==> src/rtl/fetch_unit_pkg.sv <==
// Shared constants and types for the instruction-fetch front end.
// Provides the default address/instruction widths, the fetch step and
// the word-alignment width, plus the per-cycle response classification.

`ifndef ADDR_SIZE
`define ADDR_SIZE 32
`endif

`ifndef INSTR_SIZE
`define INSTR_SIZE 32
`endif

package fetch_unit_pkg;

   // Default widths, taken from the codebase-wide defines
   localparam int ADDR_SIZE_DEF  = `ADDR_SIZE;
   localparam int INSTR_SIZE_DEF = `INSTR_SIZE;

   // Byte distance between consecutive instructions
   localparam int INSTR_STEP = 4;

   // Number of low PC bits that are always zero for word-aligned fetch
   localparam int ALIGN_BITS = 2;

   // What happens to an instruction-memory response in a given cycle
   typedef enum logic [1:0] {
      RSP_NONE = 2'd0,  // no response this cycle
      RSP_KEEP = 2'd1,  // response belongs to the live stream
      RSP_DROP = 2'd2   // response belongs to a stream cancelled by a redirect
   } rspAction_t;

endpackage

==> src/rtl/fetch_fifo.sv <==
// Generic synchronous FIFO used for both the in-flight PC queue and the
// prefetch queue. Head data is read straight from the storage array, so it
// is valid whenever empty is low. flush has priority over push and pop;
// push while full is accepted only when a pop happens in the same cycle.

module fetch_fifo #(
   parameter int WIDTH = 32,
   parameter int DEPTH = 4
) (
   input  logic                         clk,
   input  logic                         rst,
   input  logic                         push,
   input  logic [WIDTH-1:0]             pushData,
   input  logic                         pop,
   input  logic                         flush,
   output logic [WIDTH-1:0]             headData,
   output logic                         full,
   output logic                         empty,
   output logic [$clog2(DEPTH+1)-1:0]   count
);

   localparam int PTR_W = (DEPTH > 1) ? $clog2(DEPTH) : 1;
   localparam int CNT_W = $clog2(DEPTH + 1);
   localparam logic [PTR_W-1:0] LAST_IDX = PTR_W'(DEPTH - 1);

   logic [WIDTH-1:0] mem [DEPTH];
   logic [PTR_W-1:0] wrPtr;
   logic [PTR_W-1:0] rdPtr;
   logic             doPush;
   logic             doPop;

   // Pointers wrap explicitly so DEPTH need not be a power of two
   function automatic logic [PTR_W-1:0] nextPtr(input logic [PTR_W-1:0] ptr);
      return (ptr == LAST_IDX) ? '0 : ptr + 1'b1;
   endfunction

   assign full     = (count == CNT_W'(DEPTH));
   assign empty    = (count == '0);
   assign doPop    = pop && !empty;
   assign doPush   = push && !flush && (!full || doPop);
   assign headData = mem[rdPtr];

   // Pointer and occupancy bookkeeping
   // NOTE: sequential state uses non-blocking assignments so every flop samples pre-edge values.
   always_ff @(posedge clk or negedge rst) begin
      if (!rst) begin
         wrPtr <= '0;
         rdPtr <= '0;
         count <= '0;
      end else if (flush) begin
         wrPtr <= '0;
         rdPtr <= '0;
         count <= '0;
      end else begin
         if (doPush) wrPtr <= nextPtr(wrPtr);
         if (doPop)  rdPtr <= nextPtr(rdPtr);
         case ({doPush, doPop})
            2'b10:   count <= count + 1'b1;
            2'b01:   count <= count - 1'b1;
            default: count <= count;
         endcase
      end
   end

   // Storage array write port
   // NOTE: the data array has no reset; entries are only read once count marks them valid.
   always_ff @(posedge clk) begin
      if (doPush) mem[wrPtr] <= pushData;
   end

endmodule

==> src/rtl/fetch_unit.sv <==
// Pipelined instruction-fetch front end.
// Issues word-aligned requests to a variable-latency, in-order instruction
// memory, pairs each response with its request PC and buffers the result
// in a prefetch queue that decode drains with a valid/ready handshake.
// A redirect flushes both queues and arms a counter that discards the
// responses still in flight for the cancelled stream.
// Optional build macro FETCH_PERF_CNT_EN adds three free-running 32-bit
// counters: instructions delivered, redirects taken, responses discarded.

module fetch_unit
   import fetch_unit_pkg::*;
#(
   parameter int                   ADDR_SIZE       = ADDR_SIZE_DEF,
   parameter int                   INSTR_SIZE      = INSTR_SIZE_DEF,
   parameter int                   FIFO_DEPTH      = 4,
   parameter int                   MAX_OUTSTANDING = 2,
   parameter logic [ADDR_SIZE-1:0] RESET_PC        = '0
) (
   input  logic                  clk,
   input  logic                  rst,
   output logic                  imem_req_valid,
   input  logic                  imem_req_ready,
   output logic [ADDR_SIZE-1:0]  imem_req_addr,
   input  logic                  imem_rsp_valid,
   input  logic [INSTR_SIZE-1:0] imem_rsp_instr,
   input  logic                  redirect_valid,
   input  logic [ADDR_SIZE-1:0]  redirect_pc,
   output logic                  out_valid,
   input  logic                  out_ready,
   output logic [ADDR_SIZE-1:0]  out_pc,
   output logic [INSTR_SIZE-1:0] out_instr
`ifdef FETCH_PERF_CNT_EN
   ,
   output logic [31:0]           perf_fetched,
   output logic [31:0]           perf_redirects,
   output logic [31:0]           perf_dropped
`endif
);

   localparam int OUT_W = $clog2(MAX_OUTSTANDING + 1);
   localparam int PF_CNT_W = $clog2(FIFO_DEPTH + 1);
   localparam int PF_W = ADDR_SIZE + INSTR_SIZE;

   logic [ADDR_SIZE-1:0] fetchPc;
   logic [OUT_W-1:0]     dropCnt;
   logic [OUT_W-1:0]     outstanding;
   logic [OUT_W-1:0]     dropAfterRedirect;
   logic                 creditOk;
   logic                 reqFire;
   logic                 popFire;
   rspAction_t           rspAction;

   // In-flight PC queue signals
   logic [ADDR_SIZE-1:0] pcHead;
   logic                 pcFull;
   logic                 pcEmpty;
   logic [OUT_W-1:0]     pcCount;

   // Prefetch queue signals
   logic [PF_W-1:0]      pfHead;
   logic                 pfFull;
   logic                 pfEmpty;
   logic [PF_CNT_W-1:0]  pfCount;

   logic                 unusedBits;

   // Every request is either waiting in the PC queue (live stream) or is a
   // cancelled one that the drop counter will swallow, so the sum is the
   // total number of requests the memory still owes us.
   assign outstanding = pcCount + dropCnt;

   // A fetch may start only if both the memory credit and the space left in
   // the prefetch queue (counting everything already on its way) allow it.
   assign creditOk = (outstanding < OUT_W'(MAX_OUTSTANDING)) &&
                     ((32'(outstanding) + 32'(pfCount)) < 32'(FIFO_DEPTH));

   // Gated by rst so the port reads 0 throughout reset, not only after it.
   assign imem_req_valid = rst && !redirect_valid && creditOk;
   assign imem_req_addr  = fetchPc;
   assign reqFire        = imem_req_valid && imem_req_ready;
   assign popFire        = out_valid && out_ready;

   // After a redirect every request still owed by memory is stale, except a
   // response arriving in the redirect cycle itself, which is discarded on
   // the spot whether it was live or already marked for dropping.
   assign dropAfterRedirect = (imem_rsp_valid && (outstanding != '0)) ?
                              outstanding - 1'b1 : outstanding;

   // Classify the response of this cycle as kept, dropped or absent
   // NOTE: combinational outputs get a default first so no path can infer a latch.
   always_comb begin
      rspAction = RSP_NONE;
      if (imem_rsp_valid) begin
         rspAction = (redirect_valid || (dropCnt != '0)) ? RSP_DROP : RSP_KEEP;
      end
   end

   // Fetch PC and stale-response counter; redirect overrides everything else
   always_ff @(posedge clk or negedge rst) begin
      if (!rst) begin
         fetchPc <= RESET_PC;
         dropCnt <= '0;
      end else if (redirect_valid) begin
         fetchPc <= {redirect_pc[ADDR_SIZE-1:ALIGN_BITS], {ALIGN_BITS{1'b0}}};
         dropCnt <= dropAfterRedirect;
      end else begin
         if (reqFire) fetchPc <= fetchPc + ADDR_SIZE'(INSTR_STEP);
         if (rspAction == RSP_DROP) dropCnt <= dropCnt - 1'b1;
      end
   end

   fetch_fifo #(
      .WIDTH (ADDR_SIZE),
      .DEPTH (MAX_OUTSTANDING)
   ) u_inflightQ (
      .clk      (clk),
      .rst      (rst),
      .push     (reqFire),
      .pushData (fetchPc),
      .pop      (rspAction == RSP_KEEP),
      .flush    (redirect_valid),
      .headData (pcHead),
      .full     (pcFull),
      .empty    (pcEmpty),
      .count    (pcCount)
   );

   fetch_fifo #(
      .WIDTH (PF_W),
      .DEPTH (FIFO_DEPTH)
   ) u_prefetchQ (
      .clk      (clk),
      .rst      (rst),
      .push     (rspAction == RSP_KEEP),
      .pushData ({pcHead, imem_rsp_instr}),
      .pop      (popFire),
      .flush    (redirect_valid),
      .headData (pfHead),
      .full     (pfFull),
      .empty    (pfEmpty),
      .count    (pfCount)
   );

   // Head fields come straight from queue storage; masked while empty so
   // the outputs read 0 out of reset and after a flush.
   assign out_valid = !pfEmpty;
   assign out_pc    = pfEmpty ? '0 : pfHead[PF_W-1 -: ADDR_SIZE];
   assign out_instr = pfEmpty ? '0 : pfHead[INSTR_SIZE-1:0];

   // Status flags and ignored PC bits that the credit scheme makes redundant
   assign unusedBits = ^{pcFull, pcEmpty, pfFull, redirect_pc[ALIGN_BITS-1:0]};

`ifdef FETCH_PERF_CNT_EN
   // Free-running event counters, wrapping at 2^32
   always_ff @(posedge clk or negedge rst) begin
      if (!rst) begin
         perf_fetched   <= '0;
         perf_redirects <= '0;
         perf_dropped   <= '0;
      end else begin
         if (popFire)                perf_fetched   <= perf_fetched + 32'd1;
         if (redirect_valid)         perf_redirects <= perf_redirects + 32'd1;
         if (rspAction == RSP_DROP)  perf_dropped   <= perf_dropped + 32'd1;
      end
   end
`endif

endmodule
==> config.mk <==
export PLATFORM = sky130hd
export DESIGN_NAME = fetch_unit
export DESIGN_NICKNAME = d
export VERILOG_FILES = /design/src/rtl/fetch_unit_pkg.sv /design/src/rtl/fetch_fifo.sv /design/src/rtl/fetch_unit.sv
export SDC_FILE = /design/constraint.sdc
export NUM_CORES = 1
export LEC_CHECK = 0
export ABC_AREA = 1
export CAP_MARGIN = 0
export CORE_MARGIN = 2
export CORE_UTILIZATION = 53
export CTS_BUF_LIST = sky130_fd_sc_hd__clkbuf_8
export CTS_CLUSTER_SIZE = 24
export DETAILED_ROUTE_END_ITERATION = 8
export PLACE_DENSITY = 0.79
export SLEW_MARGIN = 20
export SYNTH_ARGS = -nofsm -noshare
export SYNTH_HDL_FRONTEND = slang
export SYNTH_SLANG_ARGS = --single-unit
==> constraint.sdc <==
create_clock -name clk -period 4.3 [get_ports clk]
set_input_delay 0.86 -clock clk [delete_from_list [all_inputs] [get_ports clk]]
set_output_delay 0.86 -clock clk [all_outputs]
set_load 0.05 [all_outputs]
* Yosys cells after proc, flatten, opt, wreduce, memory -nomap -nowiden
Memory sizes are Yosys's and may differ from the RTL's.
Cells that the tools add are included.
** Storage, ports and cells
- Word-level logic and storage cells :: 96
- Register bits :: 45
- Bits of input ports :: 70
- Memory bits (writable) :: 320
- Memory bits (read-only) :: 0
- Bits in latches :: 0
- Memories kept :: 2
** Memories
- u_prefetchQ.mem :: words 4, width 64, read ports 1, clocked after memory_dff 0, write ports 1, RTL line fetch_fifo.sv:26 : logic [WIDTH-1:0] mem [DEPTH];
- u_inflightQ.mem :: words 2, width 32, read ports 1, clocked after memory_dff 0, write ports 1, RTL line fetch_fifo.sv:26
** Cells by class
- Add/sub/neg operators :: 13
- Equality and inequality tests :: 10
- Magnitude comparators :: 2
- Muxes and demuxes :: 29
- Bitwise gates (word level) :: 0
- Reduce and logical (&&, ||, !) cells :: 32
- Multipliers :: 0
- Div/mod/pow operators :: 0
- Shift operators :: 0
** Operators with widths (number)
- two-way mux 32 bit :: 4
- adder 32 x 3 -> 32 bit, second input constant :: 1
- two-way mux 2 bit :: 12
- nonzero test 2 bit :: 8
- equality test 2 bit, second input constant :: 6
- logical AND 1 bit :: 12
- two-way mux 1 bit :: 10
- adder 2 x 1 -> 2 bit, second input constant :: 3
- equality test 2 x 1 -> 1 bit, second input constant :: 3
- one-hot mux 3 bit (2 select lines) :: 1
- nonzero test 3 bit :: 2
- subtractor 2 x 1 -> 2 bit, second input constant :: 3
- zero test 1 bit :: 5
- adder 2 x 3 -> 4 bit :: 1
- < comparator 4 x 3 -> 1 bit, second input constant :: 1
- one-hot mux 2 bit (2 select lines) :: 1
- adder 3 x 1 -> 3 bit, second input constant :: 1
- equality test 3 bit, second input constant :: 1
- zero test 3 bit :: 1
- logical OR 1 bit :: 3
- two-way mux 3 bit :: 1
- subtractor 3 x 1 -> 3 bit, second input constant :: 1
- adder 1 bit, second input constant :: 2
- adder 2 bit :: 1
- 2 further kinds :: 2

* Longest topological paths before layout
Gate-level depths: netlist of the first run.
- Word-level depth :: 11
- Gate-level depth with buffers :: 17

* Cells and area by module
From an unflattened synthesis of the first run, not the netlist that was laid out.
** Second synthesis, totals
- Cells, all modules :: 1472
- Area, all modules :: 15781.4 um^2
** Modules (own cells, without submodules)
- fetch_fifo at u_prefetchQ :: area each 10008.3 um^2, cells an instance 687, instances 1
- fetch_unit :: area each 3166.8 um^2, cells an instance 581, instances 1
- fetch_fifo at u_inflightQ :: area each 2606.2 um^2, cells an instance 204, instances 1

* Least setup slack after synthesis of the first run
No wires, ideal clock.
- Kind :: input to register
- From :: input port redirect_valid
- To :: memory u_prefetchQ.mem[0][0] (netlist name), enable pin
- Cell stages on the path :: 6
- Library setup time :: 0.482 ns
- Data required time :: 3.818 ns
- Arrival :: 3.927 ns
- Slack :: -0.109 ns
- Cell sequence :: buf_6 inv_4 nand3_2 inv_2 nand2_2 nor2_1
** Between the ends
- Cells in the longest elaborated chain, start to end :: 8
- Elaborated cells on any way between the ends :: 9
** Ends and longest elaborated chain
- from (decl) :: RTL line fetch_unit.sv:26 : input logic redirect_valid,
- logical OR 1 bit :: RTL line fetch_unit.sv:94 : rspAction = (redirect_valid || (dropCnt != '0)) ? RSP_DROP : RSP_KEEP;
- two-way mux 2 bit :: RTL line fetch_unit.sv:94
- two-way mux 2 bit :: RTL line fetch_unit.sv:93 : if (imem_rsp_valid) begin
- equality test 2 x 1 -> 1 bit :: RTL line fetch_unit.sv:134 : .push (rspAction == RSP_KEEP),
- logical AND 1 bit (*) (2 in series) :: RTL line fetch_fifo.sv:40 : assign doPush = push && !flush && (!full || doPop);
- two-way mux 1 bit (*) :: RTL line fetch_fifo.sv:68 : if (doPush) mem[wrPtr] <= pushData;
- two-way mux 1 bit (implied by the code) (*) :: RTL line fetch_fifo.sv:68
- to (decl) :: RTL line fetch_fifo.sv:26
Mark *: on every way between the ends. The rest lies on a longest branch, timed or not.

* Final worst setup path of the first run
- From :: register u_prefetchQ.rdPtr[0]
- To :: output port out_instr[1]
** Between the ends
- Cells in the longest elaborated chain, start to end :: 2
** Ends and longest elaborated chain
- from (decl) :: RTL line fetch_fifo.sv:28 : logic [PTR_W-1:0] rdPtr;
- from (signal assigned) :: RTL line fetch_fifo.sv:56 : if (doPop) rdPtr <= nextPtr(rdPtr);
- memory read (4 x 64 bit)
- two-way mux 32 bit :: RTL line fetch_unit.sv:148 : assign out_instr = pfEmpty ? '0 : pfHead[INSTR_SIZE-1:0];
- to (decl) :: RTL line fetch_unit.sv:31 : output logic [INSTR_SIZE-1:0] out_instr
Every way passes these cells.

==> key figures, run 1 <==
Status
  – Status: complete, no violations

Timing
  – RSZ-0062 raised after global routing: false
  – Fin. Hold Viols: 0
  – Final Max Tran Viols: 0
  – Worst slew margin: 0.412
  – Highest Clock Rate: 0.256 GHz
  – Final period util: 0.908
  – Setup Skew: 0.0200 ns
  – # setup viols final: 0
  – Tmin final: 3.91 ns
  – Post-route setup slack: 0.394 ns
  – Worst slew pin tran: 0.881 ns

Clocking
  – Total setup buffers inserted after CTS: 0
  – Hold buffers post-CTS: 0
  – CTS Sinks: 351
  – CTS tree: yes
  – Clk root buf: clkbuf_8
  – Post_cts resized: 0
  – Clock latency on the worst-skew pair: 0.57 ns
  – TritonCTS Buffers: 53
  – Clk slew on worst S/H paths: 0.07 ns
  – Max Buffers Root-to-Sink: 3
  – H-tree level count: 2

Logic synthesis
  – Netlist cell types: 46
  – Ys Warns: 0
  – Synth area leaders: edfxtp_1 (62%), nor2_1 (7.4%), dfrtp_1 (7.2%), nand2_1 (5.5%), o21ai_0 (4.6%)
  – Top_reg_cell synth: edfxtp_1
  – Post-Syn Area: 0.0149 mm2
  – Post-synth top cells: edfxtp_1 (308), nor2_1 (296), nand2_1 (220)
  – Count leader, synth: edfxtp_1
  – Sequential area share after synthesis: 0.691
  – Mapped Cells: 1338
  – FF+latch count, synth: 351
  – Syn Area/Cell: 11.2 um2
  – Share of the synthesized area in the top cell type: 0.619
  – Area leader, netlist: edfxtp_1
  – Asr flop ratio synth: 0.123
  – Count of flip-flops with a built-in enable after synthesis: 308

Routing
  – Via density: 5.24
  – Routed wire per std cell: 16.7 um
  – DRT antenna net count: 0
  – Routed vias: 10097
  – Final wirelength: 32200 um
  – Pre-Repair DR Iteration Count: 5
  – Initial DRC count: 830
  – Drc violations: 0

Place
  – Dpl hpwl: 20200 um
  – Post-DP Area: 0.0170 mm2
  – Port Buffers: 161
  – Final Wtd Congestion: 0.840
  – Placement Setup Slack: 0.813 ns

Global routing
  – Global-route wire length before repair: 50300 um
  – GRT overflow: 0
  – Vias in the first global route: 10143
  – Largest net degree at the start of global routing: 68
  – GRT Resource Usage Total: 0.219
  – Antenna violations before repair: 0

Worst setup path
  – Critical path required time: 3.44 ns
  – Worst reg-to-reg setup slack: 1.09 ns
  – Worst setup path end: out_instr[1]
  – Crit path launch type: register
  – CP endpoint kind: output port
  – Worst R2R End: u_inflightQ.mem[0][22]
  – Max Fanout on Critical Path: 34
  – Worst Path Arrival: 3.05 ns
  – Critical setup path kind: register to output port
  – Reg-to-Reg Start: u_inflightQ.count[0]
  – Worst reg-to-reg path cell count: 16
  – Critical Path Source: u_prefetchQ.rdPtr[0]

Finish
  – Ant diodes: 0
  – Layout Nets: 1594
  – Layout area overhead: 20.3%
  – Final instance area: 0.0180 mm2
  – Layout cells sized above 1: 0.121
  – Filler instances: 2070

Flow run
  – Max capacitance violation total: 0

Floorplanning
  – Die H: 172 um
  – Die ar.: 0.0295 mm2
  – Die W: 172 um
  – Core Area: 0.0278 mm2
  – Number of I/O pins: 168
  – Starting Density: 0.538
  – Row Count: 61

Power and ir drop
  – VDD IR max: 0.000290 V
  – Pleak: 6.61 nW
  – Power Density: 579 mW/mm2
  – Total chip power: 10.4 mW

Worst hold path
  – Hold Crit Class: input pin to asynchronous set/reset pin
## worst min-delay path by stage
stage / startpoint / to / slack [ns] / cells after the start
2_1_floorplan: u_inflightQ.wrPtr / u_inflightQ.wrPtr / 0.48 / 1
3_3_place_gp: u_inflightQ.wrPtr / u_inflightQ.wrPtr / 0.52 / 1
3_5_place_dp: imem_req_addr[30] / u_inflightQ.mem[1][30] / 0.53 / 0
4_1_cts: rst / imem_req_addr[21] / 0.46 / 2
5_1_grt: rst / imem_req_addr[21] / 0.48 / 2
6_report: rst / imem_req_addr[21] / 0.44 / 2
## critical path: stages, from the launching register on
cell,delay [ns]
dfrtp_4,0.69
buf_4,0.44
nor2_1,0.09
nor2_1,0.11
o21ai_0,0.11
a21oi_1,0.18
clkdlybuf4s50_1,0.83
## per-stage QoR
step / cells / hold slack, ns / utilization / setup TNS, ns
final: 1926 / 0.443 / 0.647 / 0
after global routing: 1926 / 0.484 / 0.647 / 0
after CTS: 1926 / 0.462 / 0.647 / 0
after detailed placement: 1837 / 0.529 / 0.611 / 0
after global placement: 1837 / 0.521 / 0.611 / 0
after floorplan: 1341 / 0.481 / - / -27.05
## registers in the layout, indices dropped and copies added (netlist names)
signal,cells
u_prefetchQ.mem,248
u_inflightQ.mem,60
imem_req_addr,30
u_prefetchQ.count,3
dropCnt,2
u_inflightQ.count,2
u_prefetchQ.rdPtr,2
u_prefetchQ.wrPtr,2
u_inflightQ.rdPtr,1
u_inflightQ.wrPtr,1
## cell type report
cell class / instances / area (um2) / share of cell area
Clock buffer: 55 / 757 / 0.0421
Clock inverter: 34 / 244 / 0.0136
Inverter: 65 / 250 / 0.0139
Multi-Input combinational cell: 858 / 4080 / 0.227
Sequential cell: 351 / 10300 / 0.575
Tap cell: 378 / 473 / 0.0263
Timing Repair Buffer: 185 / 1830 / 0.102
## where the power goes
group | switching, mW | internal (mW)
Clock | 1.17 | 1.41
Sequential | 0.206 | 3.95
Combinational | 2.60 | 1.07
Total | 3.97 | 6.43
## routing by layer
metal,part of all wire,track usage,up-vias
li1,-,-,4902
met1,0.42,0.282,4740
met2,0.49,0.375,394
met3,0.070,0.0380,61
met4,0.026,0.0851,0
met5,0,0,-
## cells by family after synthesis
group                      count (synthesis)  share of synthesized area
and+or+nand+nor                          588                      0.163
buffers and inverters                    132                     0.0384
other                                      1                   0.000251
adders and majority gates                 10                    0.00888
xor gates and xnor gates                  28                     0.0164
DFF                                      351                      0.691
AOI/OAI and AO/OA                        228                     0.0820
## cells in the final DEF (no fill, tap or decap), types with 2 or more instances in the layout
cell type and n:
inv_4 2, nand2_1 220, xor2_1 24, nor2_4 6, o21ai_0 137, buf_4 51
xnor2_1 4, clkbuf_8 55, a21oi_1 66, o211ai_2 2, nand2_2 17, o21ai_2 2
conb_1 4, nor3_2 2, clkinvlp_4 2, nor2_1 290, a21oi_2 2, buf_12 11
clkinv_1 12, inv_2 7, clkinv_2 4, nand3_1 25, clkdlybuf4s50_1 122, bufinv_16 4
edfxtp_1 308, o21ai_1 2, ha_1 9, nor2_2 5, nand3_2 6, o221ai_1 2
o211ai_1 10, nor3_1 7, nand4_1 4, inv_1 68, dfrtp_1 41
No activity file was read; power rests on OpenSTA's default activity.
==> run 2: changes to the inputs <==
--- a/config.mk
+++ b/config.mk
@@ -8,11 +8,10 @@
 export ABC_AREA = 1
 export CAP_MARGIN = 0
 export CORE_MARGIN = 2
-export CORE_UTILIZATION = 53
+export CORE_UTILIZATION = 34
 export CTS_BUF_LIST = sky130_fd_sc_hd__clkbuf_8
 export CTS_CLUSTER_SIZE = 24
 export DETAILED_ROUTE_END_ITERATION = 8
-export PLACE_DENSITY = 0.79
 export SLEW_MARGIN = 20
 export SYNTH_ARGS = -nofsm -noshare
 export SYNTH_HDL_FRONTEND = slang
==> key figures, run 2 (synthesis gave the netlist of run 1 again) <==
Power and ir drop
  – Clock share of power: 0.248
  – Switching share of power: 0.383
  – Sequential share of power: 0.376
  – Power Density: 590 mW/mm2
  – Cell internal pwr: 6.76 mW
  – Psw: 4.20 mW
  – Total chip power: 11.0 mW
  – Pleak: 6.80 nW
  – VDD IR max: 0.000237 V
  – Logic pwr share: 0.375

Clocking
  – TritonCTS Buffers: 58
  – Clock latency on the worst-skew pair: 0.63 ns
  – Clk root buf: clkbuf_8
  – Hold buffers post-CTS: 0
  – Post_cts resized: 0
  – H-tree level count: 2
  – Total setup buffers inserted after CTS: 0
  – CTS Sinks: 351
  – Max Buffers Root-to-Sink: 3
  – CTS tree: yes
  – Clk slew on worst S/H paths: 0.06 ns

Timing
  – Worst slew pin tran: 0.923 ns
  – Final period util: 0.805
  – Worst slew margin: 0.384
  – # setup viols final: 0
  – Highest Clock Rate: 0.289 GHz
  – RSZ-0062 raised after global routing: false
  – Final Max Tran Viols: 0
  – Fin. Hold Viols: 0
  – Tmin final: 3.46 ns
  – Setup Skew: 0.0221 ns

Global routing
  – GRT overflow: 0
  – GRT Resource Usage Total: 0.154
  – Global-route wire length before repair: 53600 um
  – Vias in the first global route: 9745
  – Largest net degree at the start of global routing: 126
  – Antenna violations before repair: 0

Worst setup path
  – Worst path slowest cell: dfrtp_4
  – Cell mode on critical path: buf_12
  – Worst Path Arrival: 2.60 ns
  – Slowest cell delay on critical path: 0.49 ns
  – Critical Path Source: u_prefetchQ.rdPtr[0]
  – Critical setup path kind: register to output port
  – Max Fanout on Critical Path: 68
  – Worst R2R End: u_inflightQ.mem[1][17]
  – Critical path required time: 3.44 ns
  – Crit path launch type: register
  – Worst reg-to-reg setup slack: 1.41 ns
  – Worst reg-to-reg path cell count: 16
  – CP endpoint kind: output port
  – Reg-to-Reg Start: u_inflightQ.count[0]
  – Worst path cell trace: inv_2, buf_12, o21ai_0, a21oi_1, buf_12

Finish
  – Footprint of the multi-input gates: 0.00408 mm2
  – Layout cells sized above 1: 0.139
  – Layout Nets: 1592
  – Most frequent cells in the layout: edfxtp_1 (308), nor2_1 (290), nand2_1 (220)
  – Largest register FFs: 248
  – Most common cell after layout, fill and taps aside: edfxtp_1
  – Largest Register: u_prefetchQ.mem
  – Ant diodes: 0
  – Flip-flop and latch area: 0.0103 mm2
  – Final instance area: 0.0186 mm2
  – Layout area overhead: 24.3%
  – Filler instances: 4065

Floorplanning
  – Starting Density: 0.345
  – Die ar.: 0.0456 mm2
  – Die W: 214 um
  – Core Area: 0.0433 mm2
  – Number of I/O pins: 168
  – Die H: 214 um
  – Row Count: 76

Worst hold path
  – Hold Crit Class: input pin to asynchronous set/reset pin

Routing
  – Routed vias: 9938
  – Drc violations: 0
  – Initial DRC count: 705
  – Routed wire per std cell: 16.3 um
  – DRT antenna net count: 0
  – Final wirelength: 35000 um
  – Via density: 4.63
  – Pre-Repair DR Iteration Count: 5

Place
  – Final Wtd Congestion: 0.843
  – Port Buffers: 161
  – Dpl hpwl: 20400 um
  – Post-DP Area: 0.0175 mm2

Status
  – Status: complete, no violations

Flow run
  – Max capacitance violation total: 0
run 2: worst max-delay path: cells and delay by family (launching register included):
kind | cells | cell delay (ns)
DFF | 1 | 0.49
AOI/OAI and AO/OA | 2 | 0.47
buffers and inverters | 3 | 0.98
run 2: worst max-delay path by stage:
stage | slack (ns) | cells past startpoint | to
after floorplan | -0.11 | 6 | u_prefetchQ.mem[0][0]
after global placement | 1.17 | 9 | u_inflightQ.mem[1][28]
after detailed placement | 1.14 | 9 | u_inflightQ.mem[1][25]
after CTS | 0.73 | 5 | out_pc[30]
after global routing | 0.65 | 5 | out_pc[30]
final | 0.84 | 5 | out_pc[30]
run 2: layout make-up:
class	instances	area share
Clock inverter	45	0.0119
Multi-Input combinational cell	858	0.220
Tap cell	585	0.0394
Timing Repair Buffer	178	0.111
Inverter	65	0.0135
Sequential cell	351	0.556
Clock buffer	64	0.0475
run 2: layer usage:
layer / up-vias / global-route usage / share of wire / routed length [um]
li1: 4921 / - / - / -
met1: 4723 / 0.193 / 0.44 / 15400
met2: 258 / 0.264 / 0.48 / 16900
met3: 36 / 0.0445 / 0.066 / 2320
met4: 0 / 0.0371 / 0.012 / 436
met5: - / 0 / 0 / 0
run 2: power groups by stage:
stage	sequential, mW	combinational, mW	clock [mW]
after floorplan	4.30	2.35	0
after global placement	4.18	4.14	0
after detailed placement	4.19	4.16	0
after CTS	4.12	4.17	2.83
after global routing	4.14	4.40	2.99
final	4.12	4.11	2.72
run 2: through the flow:
| stage | util | setup slack, ns | TNS (ns) | instances | hold WS [ns] |
|---|---|---|---|---|---|
| after floorplan | - | -0.109 | -27.05 | 1341 | 0.481 |
| after global routing | 0.429 | 0.649 | 0 | 2146 | 0.425 |
| after global placement | 0.404 | 1.17 | 0 | 2037 | 0.521 |
| after CTS | 0.429 | 0.729 | 0 | 2146 | 0.388 |
| final | 0.429 | 0.838 | 0 | 2146 | 0.408 |
| after detailed placement | 0.404 | 1.14 | 0 | 2037 | 0.532 |
